--- src/rtl/serial_signed_comparator_if.sv ---
// Handshake bundle for serial_signed_comparator: operand side, result side, and
// the completed-result counter.
`timescale 1ns/1ps
interface serial_signed_comparator_if #(
    parameter int WIDTH = 4,
    parameter int CNT_W = 8
);
    logic             in_valid;
    logic             in_ready;
    logic [WIDTH-1:0] a;
    logic [WIDTH-1:0] b;
    logic             mode;
    logic             out_valid;
    logic             out_ready;
    logic             agtb;
    logic             aeqb;
    logic             altb;
    logic             signa;
    logic             signb;
    logic [CNT_W-1:0] count;

    modport master (
        output in_valid, a, b, mode, out_ready,
        input  in_ready, out_valid, agtb, aeqb, altb, signa, signb, count
    );

    modport slave (
        input  in_valid, a, b, mode, out_ready,
        output in_ready, out_valid, agtb, aeqb, altb, signa, signb, count
    );
endinterface

--- src/rtl/serial_signed_comparator.sv ---
// Multi-cycle MSB-first magnitude comparator, DIGIT bits per cycle, signed or
// unsigned, with valid/ready on both sides and a completed-result counter.
`timescale 1ns/1ps
module serial_signed_comparator #(
    parameter int WIDTH      = 4,
    parameter int DIGIT      = 1,
    parameter int EARLY_EXIT = 0,
    parameter int CNT_W      = 8
) (
    input logic                       clk,
    input logic                       rst_n,
    serial_signed_comparator_if.slave bus
);
    localparam int NDIG  = WIDTH / DIGIT;
    localparam int IDX_W = (NDIG > 1) ? $clog2(NDIG) : 1;

    typedef enum logic [1:0] {IDLE, RUN, DONE} state_t;
    typedef enum logic [1:0] {DEC_UND, DEC_GT, DEC_LT} dec_t;

    state_t           state;
    dec_t             dec, dec_nxt;
    logic [WIDTH-1:0] sh_a, sh_b;
    logic [WIDTH-1:0] msb_flip;
    logic [DIGIT-1:0] top_a, top_b;
    logic [IDX_W-1:0] dig_cnt;
    logic             last_dig, finish;

    logic             in_ready_q, out_valid_q;
    logic             agtb_q, aeqb_q, altb_q, signa_q, signb_q;
    logic [CNT_W-1:0] count_q;

    // NOTE: every always_comb output gets a default first so no path can infer a latch.
    always_comb begin
        // Flipping both sign bits maps two's complement order onto unsigned order.
        msb_flip = {bus.mode, {(WIDTH-1){1'b0}}};
        top_a    = sh_a[WIDTH-1 -: DIGIT];
        top_b    = sh_b[WIDTH-1 -: DIGIT];
        dec_nxt  = dec;
        if (dec == DEC_UND) begin
            if (top_a > top_b)      dec_nxt = DEC_GT;
            else if (top_a < top_b) dec_nxt = DEC_LT;
        end
        last_dig = (dig_cnt == IDX_W'(NDIG - 1));
        finish   = last_dig || ((EARLY_EXIT != 0) && (dec_nxt != DEC_UND));
    end

    // NOTE: sequential state uses non-blocking assignments only, so every register samples pre-edge values.
    always_ff @(posedge clk or negedge rst_n) begin
        if (!rst_n) begin
            state       <= IDLE;
            dec         <= DEC_UND;
            sh_a        <= '0;
            sh_b        <= '0;
            dig_cnt     <= '0;
            in_ready_q  <= 1'b1;
            out_valid_q <= 1'b0;
            agtb_q      <= 1'b0;
            aeqb_q      <= 1'b0;
            altb_q      <= 1'b0;
            signa_q     <= 1'b0;
            signb_q     <= 1'b0;
            count_q     <= '0;
        end else begin
            case (state)
                IDLE: begin
                    if (bus.in_valid) begin
                        state      <= RUN;
                        in_ready_q <= 1'b0;
                        sh_a       <= bus.a ^ msb_flip;
                        sh_b       <= bus.b ^ msb_flip;
                        dig_cnt    <= '0;
                        dec        <= DEC_UND;
                        signa_q    <= bus.mode & bus.a[WIDTH-1];
                        signb_q    <= bus.mode & bus.b[WIDTH-1];
                    end
                end
                RUN: begin
                    sh_a    <= sh_a << DIGIT;
                    sh_b    <= sh_b << DIGIT;
                    dec     <= dec_nxt;
                    dig_cnt <= dig_cnt + IDX_W'(1);
                    if (finish) begin
                        state       <= DONE;
                        out_valid_q <= 1'b1;
                        agtb_q      <= (dec_nxt == DEC_GT);
                        altb_q      <= (dec_nxt == DEC_LT);
                        aeqb_q      <= (dec_nxt == DEC_UND);
                    end
                end
                DONE: begin
                    if (bus.out_ready) begin
                        state       <= IDLE;
                        out_valid_q <= 1'b0;
                        in_ready_q  <= 1'b1;
                        count_q     <= count_q + CNT_W'(1);
                    end
                end
                default: state <= IDLE;
            endcase
        end
    end

    assign bus.in_ready  = in_ready_q;
    assign bus.out_valid = out_valid_q;
    assign bus.agtb      = agtb_q;
    assign bus.aeqb      = aeqb_q;
    assign bus.altb      = altb_q;
    assign bus.signa     = signa_q;
    assign bus.signb     = signb_q;
    assign bus.count     = count_q;
endmodule
--- src/flat_wrapper.sv ---
// flat-port wrapper written by rule: the top's interface ports become plain ports
module serial_signed_comparator_flat 
#(
    parameter int WIDTH      = 4,
    parameter int DIGIT      = 1,
    parameter int EARLY_EXIT = 0,
    parameter int CNT_W      = 8
)
  (clk, rst_n, bus_in_valid, bus_a, bus_b, bus_mode, bus_out_ready, bus_in_ready, bus_out_valid, bus_agtb, bus_aeqb, bus_altb, bus_signa, bus_signb, bus_count);
  serial_signed_comparator_if #(.WIDTH(WIDTH), .CNT_W(CNT_W)) bus_i ();
  input logic clk;
  input logic rst_n;
  input wire logic [$bits(bus_i.in_valid)-1:0] bus_in_valid;
  input wire logic [$bits(bus_i.a)-1:0] bus_a;
  input wire logic [$bits(bus_i.b)-1:0] bus_b;
  input wire logic [$bits(bus_i.mode)-1:0] bus_mode;
  input wire logic [$bits(bus_i.out_ready)-1:0] bus_out_ready;
  output wire logic [$bits(bus_i.in_ready)-1:0] bus_in_ready;
  output wire logic [$bits(bus_i.out_valid)-1:0] bus_out_valid;
  output wire logic [$bits(bus_i.agtb)-1:0] bus_agtb;
  output wire logic [$bits(bus_i.aeqb)-1:0] bus_aeqb;
  output wire logic [$bits(bus_i.altb)-1:0] bus_altb;
  output wire logic [$bits(bus_i.signa)-1:0] bus_signa;
  output wire logic [$bits(bus_i.signb)-1:0] bus_signb;
  output wire logic [$bits(bus_i.count)-1:0] bus_count;
  assign bus_i.in_valid = bus_in_valid;
  assign bus_i.a = bus_a;
  assign bus_i.b = bus_b;
  assign bus_i.mode = bus_mode;
  assign bus_i.out_ready = bus_out_ready;
  assign bus_in_ready = bus_i.in_ready;
  assign bus_out_valid = bus_i.out_valid;
  assign bus_agtb = bus_i.agtb;
  assign bus_aeqb = bus_i.aeqb;
  assign bus_altb = bus_i.altb;
  assign bus_signa = bus_i.signa;
  assign bus_signb = bus_i.signb;
  assign bus_count = bus_i.count;
  serial_signed_comparator #(.WIDTH(WIDTH), .DIGIT(DIGIT), .EARLY_EXIT(EARLY_EXIT), .CNT_W(CNT_W)) u_core (.clk(clk), .rst_n(rst_n), .bus(bus_i));
endmodule
--- config.mk ---
export PLATFORM = sky130hd
export DESIGN_NAME = serial_signed_comparator_flat
export DESIGN_NICKNAME = d
export VERILOG_FILES = /design/src/rtl/serial_signed_comparator_if.sv /design/src/rtl/serial_signed_comparator.sv /design/src/flat_wrapper.sv
export SDC_FILE = /design/constraint.sdc
export NUM_CORES = 1
export LEC_CHECK = 0
export ABC_CLOCK_PERIOD_IN_PS = 1300
export CAP_MARGIN = 25
export CORE_ASPECT_RATIO = 0.9
export CORE_MARGIN = 1.5
export CORE_UTILIZATION = 45
export DETAILED_ROUTE_END_ITERATION = 16
export PLACE_DENSITY = 0.86
export SETUP_SLACK_MARGIN = 0.5
export SLEW_MARGIN = 20
export SYNTH_ARGS = -nofsm -noshare
export SYNTH_HDL_FRONTEND = slang
export SYNTH_SLANG_ARGS = --single-unit
--- constraint.sdc ---
create_clock -name clk -period 1.3 [get_ports clk]
set_input_delay 0.26 -clock clk [delete_from_list [all_inputs] [get_ports clk]]
set_output_delay 0.26 -clock clk [all_outputs]
set_load 0.05 [all_outputs]
==> run_results.csv, run 1 <==
group,metric,value,unit
clock_tree,ctsHoldBuffers,0,
synth,synth_area_leaders,"dfrtp_1 (53%), ha_1 (5.7%), o21ai_0 (4.2%)",
placed_design,gp_congestion,0.739,
synth,ys_seq_area_frac,0.551,
clock_tree,cts_root_buf,"clkbuf_4",
die,dieHeight,54.4,um
placed_design,numPortBuffers,27,
run_status,status,"stopped before the end",
synth,synth_cell_types,30,
synth,syn_inst,117,
die,die-width,60.1,um
grt,grt_max_degree,30,
die,io-pin-count,28,
synth,synth_fp_nets,136,
timing,endpoint_type,"output port",
placed_design,dp_hpwl,2140,um
run_status,haltStage,"global routing (5_1_grt)",
grt,antenna_found_initial,0,
synth,yosysTopAreaCell,"dfrtp_1",
synth,syn_avg_cell_area,11.3,um^2
clock_tree,cts_buffers,5,
clock_tree,cts_num_sinks,29,
placed_design,placed_cells,193,
run_status,error,"[ERROR DPL-0033] detailed placement checks failed during check placement.",
clock_tree,cts_buffer_depth,2,
timing,grt-worst-endpoint,"bus_count[0]",
clock_tree,cts_max_level,2,
die,initial_core_util,0.477,
synth,ys_ff_latch,29,
synth,synth_area,1320,um^2
synth,yosys.area.top_type_share,0.531,
die,rows,18,
synth,synth_warnings,0,
[cells in the mapped netlist, drive strengths merged]
cell	n
nand3	3
a22oi	6
o21bai	1
nor2b	1
ha	6
nor2	4
nand2b	1
a22o	2
nand2	12
and4b	1
xor2	4
and3	1
o21ai	11
dfrtp	28
buf	3
a32o	1
a21oi	5
inv	6
dfstp	1
nor3	3
clkbuf	1
nand4	1
xnor2	3
nand3b	2
a31oi	1
o41ai	3
o31ai	3
mux2	3
[stage by stage]
step / setup slack [ns] / util / cell area, um^2 / hold slack (ns) / TNS, ns
after floorplan: -0.00110 / - / 1400 / -0.0356 / -0.00110
after global placement: -0.188 / 0.703 / 1950 / 0.461 / -2.36
after detailed placement: -0.273 / 0.703 / 1950 / 0.489 / -3.39
after CTS: -0.0134 / 0.894 / 2480 / 0.275 / -0.0134
[logic make-up after synthesis]
kind of cell / Yosys count / synth area share
flip-flops: 29 / 0.551
buffers and inverters: 10 / 0.0360
AND/OR/NAND/NOR: 29 / 0.121
adder cells (fa/ha/maj): 6 / 0.0569
AO/OA/AOI/OAI: 33 / 0.163
multiplexers: 3 / 0.0256
XOR/XNOR: 7 / 0.0464
[timing repair]
| action | CTS |
|---|---|
| gates resized for setup | 67 |
| endpoints found under the setup margin | 44 |
| cloned | 1 |
| buffers inserted | 26 |
| pin swaps | 31 |
==> inputs of run 2 (changes only) <==
--- a/config.mk
+++ b/config.mk
@@ -5,14 +5,12 @@
 export SDC_FILE = /design/constraint.sdc
 export NUM_CORES = 1
 export LEC_CHECK = 0
-export ABC_CLOCK_PERIOD_IN_PS = 1300
+export ABC_CLOCK_PERIOD_IN_PS = 1700
 export CAP_MARGIN = 25
-export CORE_ASPECT_RATIO = 0.9
 export CORE_MARGIN = 1.5
-export CORE_UTILIZATION = 45
+export CORE_UTILIZATION = 30
 export DETAILED_ROUTE_END_ITERATION = 16
-export PLACE_DENSITY = 0.86
-export SETUP_SLACK_MARGIN = 0.5
+export PLACE_DENSITY_LB_ADDON = 0.15
 export SLEW_MARGIN = 20
 export SYNTH_ARGS = -nofsm -noshare
 export SYNTH_HDL_FRONTEND = slang
==> constraint.sdc (replaced) <==
create_clock -name clk -period 1.7 [get_ports clk]
set_input_delay 0.34 -clock clk [delete_from_list [all_inputs] [get_ports clk]]
set_output_delay 0.34 -clock clk [all_outputs]
set_load 0.05 [all_outputs]
==> run_results.csv, run 2 <==
group,metric,value,unit
final_layout,final_common_cell,"dfrtp_1",
detailed_routing,wl,2700,um
timing,period_minus_slack,1.41,ns
synth,synthTopCellsByCount,"dfrtp_1 (28), nand2_1 (12), o21ai_0 (11)",
timing,setup_viol,0,
synth,syn_inst,117,
synth,ys_ff_latch,29,
die,dieArea,4810,um^2
synth,synth_edf_count,0,
timing,relSlewSlack,0.753,
die,die-width,69.3,um
clock_tree,cts_max_level,2,
timing,max_freq,708,MHz
pwr,p_switching,1.18,mW
detailed_routing,via_per_inst,4.86,
final_layout,nets,176,
detailed_routing,drt.antenna.violating_nets,0,
die,io-pin-count,28,
grt,grt_pass1_vias,1084,
critical_path,startpoint_type,"flip-flop",
die,rows,23,
clock_tree,ctsResizeCount,0,
final_layout,layout_common_cells,"dfrtp_1 (28), buf_4 (24), nand2_1 (12), clkdlybuf4s50_1 (12), o21ai_0 (11)",
grt,antenna_found_initial,0,
final_layout,n_fill_cell,418,
die,dieHeight,69.3,um
synth,synth_area_leaders,"dfrtp_1 (53%), ha_1 (5.7%), o21ai_0 (4.2%)",
critical_path,worstPathArrival,1.57,ns
timing,hold_violations,0,
timing,final.period_utilization,0.831,
grt,grt_usage,0.129,
timing,timing.setup.tns,0,ns
clock_tree,ctsHoldBuffers,0,
synth,synth_fp_nets,136,
timing,worstMarginPinSlew,0.371,ns
detailed_routing,vias,1011,
clock_tree,clkTransAtPathRegs,0.06,ns
grt,grt_pass1_wl,4910,um
clock_tree,cts_tree,"built",
grt,grt_overflow,0,
detailed_routing,route.detailed.drc,0,
timing,skew,0.00715,ns
clock_tree,insertion_delay,0.28,ns
worst_hold_path,hold_class,"in -> async",
synth,synth_area,1320,um^2
clock_tree,cts_buffers,5,
pwr,total_power,2.97,mW
critical_path,cp_data_required_time,1.86,ns
clock_tree,cts_buffer_depth,2,
pwr,clkPwrFrac,0.209,
critical_path,criticalPathCategory,"reg -> reg",
synth,synth_warnings,0,
synth,yosysTopAreaCell,"dfrtp_1",
pwr,power.share.sequential,0.381,
synth,yosys.area.top_type_share,0.531,
synth,yosysMostFrequentCell,"dfrtp_1",
clock_tree,cts_root_buf,"clkbuf_8",
pwr,cellLeakagePower,0.860,nW
pwr,p_int,1.79,mW
pwr,swShare,0.396,
timing,setup_slack,0.287,ns
clock_tree,postCtsSetupBuffers,0,
pwr,power_frac_comb,0.410,
pwr,power.density,1670,nW/um^2
critical_path,crit_path_max_fanout,10,
detailed_routing,drtIter0Drc,83,
synth,ys_seq_area_frac,0.551,
critical_path,crit_path_end_kind,"flip-flop",
timing,grt_setup_unrepaired,"no",
final_layout,n_antenna_cell,0,
run_status,status,"complete, no violations",
pwr,peakVddDrop,741,uV
synth,synth_ff_type,"dfrtp_1",
synth,syn_avg_cell_area,11.3,um^2
final_layout,drive_gt1_frac,0.247,
timing,slew_violations,0,
die,initial_core_util,0.321,
placed_design,numPortBuffers,27,
clock_tree,cts_num_sinks,29,
placed_design,post-place-ws,-0.0109,ns
placed_design,gp_congestion,0.714,
detailed_routing,drt_first_pass_iters,4,
grt,grt_max_degree,30,
flow_run,maxCapViolCount,0,
die,core_area,4120,um^2
synth,synth_cell_types,30,
placed_design,dp_hpwl,2000,um
synth,async_reset_ff_frac,1.00,
final_layout,largest_reg_flops,8,
final_layout,area_delta_synth_final,34.8,%
detailed_routing,wl_per_cell,13.0,um
[run 2: cell counts after synthesis]
No cell type changed its count.
[run 2: through the flow]
stage	area, um^2	std cells	utilization	hold WS (ns)
final	1780	208	0.432	0.441
after global routing	1780	208	0.432	0.475
after CTS	1780	208	0.432	0.453
after detailed placement	1680	200	0.408	0.475
after global placement	1680	200	0.408	0.458
after floorplan	1320	117	-	0.0444
[run 2: power by group through the flow]
| stage | Sequential [mW] | Combinational (mW) | Clock, mW |
|---|---|---|---|
| 6_report | 1.13 | 1.22 | 0.621 |
| 4_1_cts | 1.14 | 1.23 | 0.644 |
| 5_1_grt | 1.17 | 1.35 | 0.676 |
| 3_3_place_gp | 1.13 | 1.21 | 0 |
| 3_5_place_dp | 1.15 | 1.23 | 0 |
| 2_1_floorplan | 1.35 | 0.591 | 0 |
[run 2: path summary, 6_finish.rpt]
| check | start | to | slack, ns | cells past startpoint |
|---|---|---|---|---|
| worst max-delay path | u_core.state[0]$_DFFE_PN0P_ | u_core.bus.signa$_DFFE_PN0P_ | 0.29 | 3 |
| worst min-delay path | rst_n | u_core.sh_b[3]$_DFFE_PN0P_ | 0.44 | 2 |
| worst max register to register | u_core.state[0]$_DFFE_PN0P_ | u_core.bus.signa$_DFFE_PN0P_ | 0.29 | 3 |
| worst min register to register | u_core.bus.count[7]$_DFFE_PN0P_ | u_core.bus.count[7]$_DFFE_PN0P_ | 0.48 | 1 |
| max in group asynchronous | rst_n | u_core.bus.in_ready$_DFFE_PN1P_ | 0.95 | 2 |
| min in group clk | u_core.bus.count[7]$_DFFE_PN0P_ | u_core.bus.count[7]$_DFFE_PN0P_ | 0.48 | 1 |
[run 2: kinds of logic (layout without fill, tap and decap cells)]
family | count (synthesis) | after routing | synth area share
xor gates and xnor gates | 7 | 7 | 0.0464
buffers and inverters | 10 | 51 | 0.0360
adders and majority gates | 6 | 6 | 0.0569
DFF | 29 | 29 | 0.551
AOI/OAI and AO/OA | 33 | 33 | 0.163
and+or+nand+nor | 29 | 29 | 0.121
muxes | 3 | 3 | 0.0256
[run 2: cell type report]
| cell class | instances | area [um^2] | share of cell area |
|---|---|---|---|
| clock inverters | 1 | 5.00 | 0.00281 |
| multi-input cells | 78 | 546 | 0.307 |
| inverters | 6 | 22.5 | 0.0127 |
| flip-flops and latches | 29 | 727 | 0.409 |
| clock buffers | 7 | 96.3 | 0.0541 |
| repair buffers | 37 | 320 | 0.180 |
| well taps | 50 | 62.6 | 0.0352 |
[run 2: worst max-delay path, cell delays in order (launching register included)]
cell and delay, ns:
dfrtp_1 0.49, nand2b_4 0.20, nor2_1 0.22, mux2_2 0.37
[run 2: routing by layer]
layer	global-route usage	wire length, um	share of wire	up-vias
li1	-	-	-	499
met1	0.167	1350	0.50	488
met2	0.198	1190	0.44	19
met3	0.0363	105	0.039	5
met4	0.0654	50	0.019	0
met5	0	0	0	-
Power figures use the tool's default switching activity.
==> inputs of run 3 (changes only) <==
--- a/config.mk
+++ b/config.mk
@@ -5,7 +5,7 @@
 export SDC_FILE = /design/constraint.sdc
 export NUM_CORES = 1
 export LEC_CHECK = 0
-export ABC_CLOCK_PERIOD_IN_PS = 1700
+export ABC_CLOCK_PERIOD_IN_PS = 1250
 export CAP_MARGIN = 25
 export CORE_MARGIN = 1.5
 export CORE_UTILIZATION = 30
==> constraint.sdc (replaced) <==
create_clock -name clk -period 1.25 [get_ports clk]
set_input_delay 0.25 -clock clk [delete_from_list [all_inputs] [get_ports clk]]
set_output_delay 0.25 -clock clk [all_outputs]
set_load 0.05 [all_outputs]
==> run_results.csv, run 3 (synthesized netlist as in run 2, its figures left out) <==
group,metric,value,unit
timing,max_freq,818,MHz
grt,top_usage_layer,"met2",
placed_design,placed_area,1930,um^2
critical_path,startpoint_type,"flip-flop",
clock_tree,cts_buffers,5,
timing,final.period_utilization,0.979,
run_status,status,"complete, no violations",
clock_tree,cts_tree,"built",
final_layout,multi_input_area,597,um^2
final_layout,drive_gt1_frac,0.365,
grt,grt_pass1_wl,5110,um
timing,relSlewSlack,0.823,
timing,fin_hold_ws,0.335,ns
final_layout,area_delta_synth_final,57.5,%
die,dieArea,4810,um^2
die,io-pin-count,28,
final_layout,design_area,2080,um^2
final_layout,nets,185,
clock_tree,cts_buffer_depth,2,
die,dieHeight,69.3,um
critical_path,crit_path_top_delay_cell,"dfstp_2",
clock_tree,cts_num_sinks,29,
die,die-width,69.3,um
critical_path,path_cells,"buf_12",
grt,grt_max_degree,30,
pwr,peakVddDrop,1180,uV
clock_tree,clkTransAtPathRegs,0.07,ns
timing,slew_violations,0,
timing,worstMarginPinSlew,0.261,ns
grt,grt_usage,0.133,
die,rows,23,
die,core_area,4120,um^2
detailed_routing,vias,1028,
detailed_routing,route.detailed.drc,0,
critical_path,worstPathArrival,0.97,ns
detailed_routing,wl,2820,um
placed_design,numPortBuffers,27,
pwr,power.density,2230,nW/um^2
pwr,cellLeakagePower,0.942,nW
final_layout,n_fill_cell,376,
final_layout,layout_common_cells,"dfrtp_1 (24), buf_12 (16), buf_4 (16)",
detailed_routing,drt.antenna.violating_nets,0,
clock_tree,cts_root_buf,"clkbuf_8",
final_layout,regArea,732,um^2
detailed_routing,wl_per_cell,13.0,um
timing,hold_violations,0,
clock_tree,insertion_delay,0.28,ns
clock_tree,ctsHoldBuffers,0,
placed_design,dp_hpwl,2060,um
worst_hold_path,hold_class,"in -> async",
timing,skew,0.00740,ns
critical_path,crit_path_end_kind,"output pin",
grt,antenna_found_initial,0,
critical_path,crit_family,"flip-flops",
critical_path,criticalPathCategory,"reg -> out",
detailed_routing,via_per_inst,4.74,
critical_path,cpPeakStageDelay,0.56,ns
clock_tree,cts_max_level,2,
timing,period_minus_slack,1.22,ns
detailed_routing,drt_first_pass_iters,4,
grt,grt_overflow,0,
critical_path,cp_data_required_time,1.00,ns
final_layout,n_antenna_cell,0,
grt,met2_usage,0.196,
critical_path,path_buf_inv,1,
timing,grt_setup_unrepaired,"yes",
critical_path,crit_path_max_fanout,3,
final_layout,final_common_cell,"dfrtp_1",
placed_design,gp_congestion,0.744,
placed_design,placed_cells,208,
grt,grt_use_met1,0.182,
final_layout,largest_reg_flops,8,
flow_run,maxCapViolCount,0,
placed_design,post-place-ws,-0.340,ns
final_layout,finalNonFillerCells,217,
detailed_routing,drtIter0Drc,49,
grt,grt_pass1_vias,1068,
timing,setup_slack,0.0268,ns
timing,setup_viol,0,
die,initial_core_util,0.321,
grt,met3_usage,0.0392,
==> run 3: timing repair <==
item                       CTS  global route
pin swaps                    0             3
setup buffers                0             1
setup endpoints to repair    3            15
gates resized for setup      2            12
==> run 3: cell type report <==
type,instances,area share
Clock inverter,2,0.00481
Clock buffer,6,0.0349
Inverter,6,0.0108
Sequential cell,29,0.352
Timing Repair Buffer,46,0.280
Tap cell,50,0.0301
Multi-Input combinational cell,78,0.287
==> run 3: where the power goes <==
group | switching [mW] | internal [mW]
combinational | 1.14 | 1.19
clock | 0.347 | 0.385
sequential | 0.301 | 1.27
==> run 3: final timing paths <==
path                                                       from                         endpoint  slack [ns]  cells past startpoint
worst max-delay path            u_core.bus.in_ready$_DFFE_PN1P_                     bus_in_ready        0.03                      1
min in group clk                     u_core.sh_b[2]$_DFFE_PN0P_       u_core.sh_b[2]$_DFFE_PN0P_        0.49                      2
worst min register to register       u_core.sh_b[2]$_DFFE_PN0P_       u_core.sh_b[2]$_DFFE_PN0P_        0.49                      2
worst min-delay path                                      rst_n     u_core.bus.signb$_DFFE_PN0P_        0.33                      2
worst max register to register       u_core.sh_a[3]$_DFFE_PN0P_      u_core.bus.altb$_DFFE_PN0P_        0.04                      5
max in group asynchronous                                 rst_n  u_core.bus.in_ready$_DFFE_PN1P_        0.67                      2
==> run 3: metrics by stage <==
stage / power [mW] / util / setup TNS [ns]
2_1_floorplan: 2.65 / - / -0.189
3_3_place_gp: 3.73 / 0.469 / -3.07
3_5_place_dp: 3.79 / 0.469 / -3.51
4_1_cts: 4.58 / 0.493 / -0.0325
5_1_grt: 4.94 / 0.505 / -0.101
6_report: 4.63 / 0.505 / 0
==> run 3: routing by layer <==
metal  wire length, um  part of all wire
met1              1400              0.50
met2              1280              0.45
met3               105             0.037
met4                32             0.011
met5                 0                 0
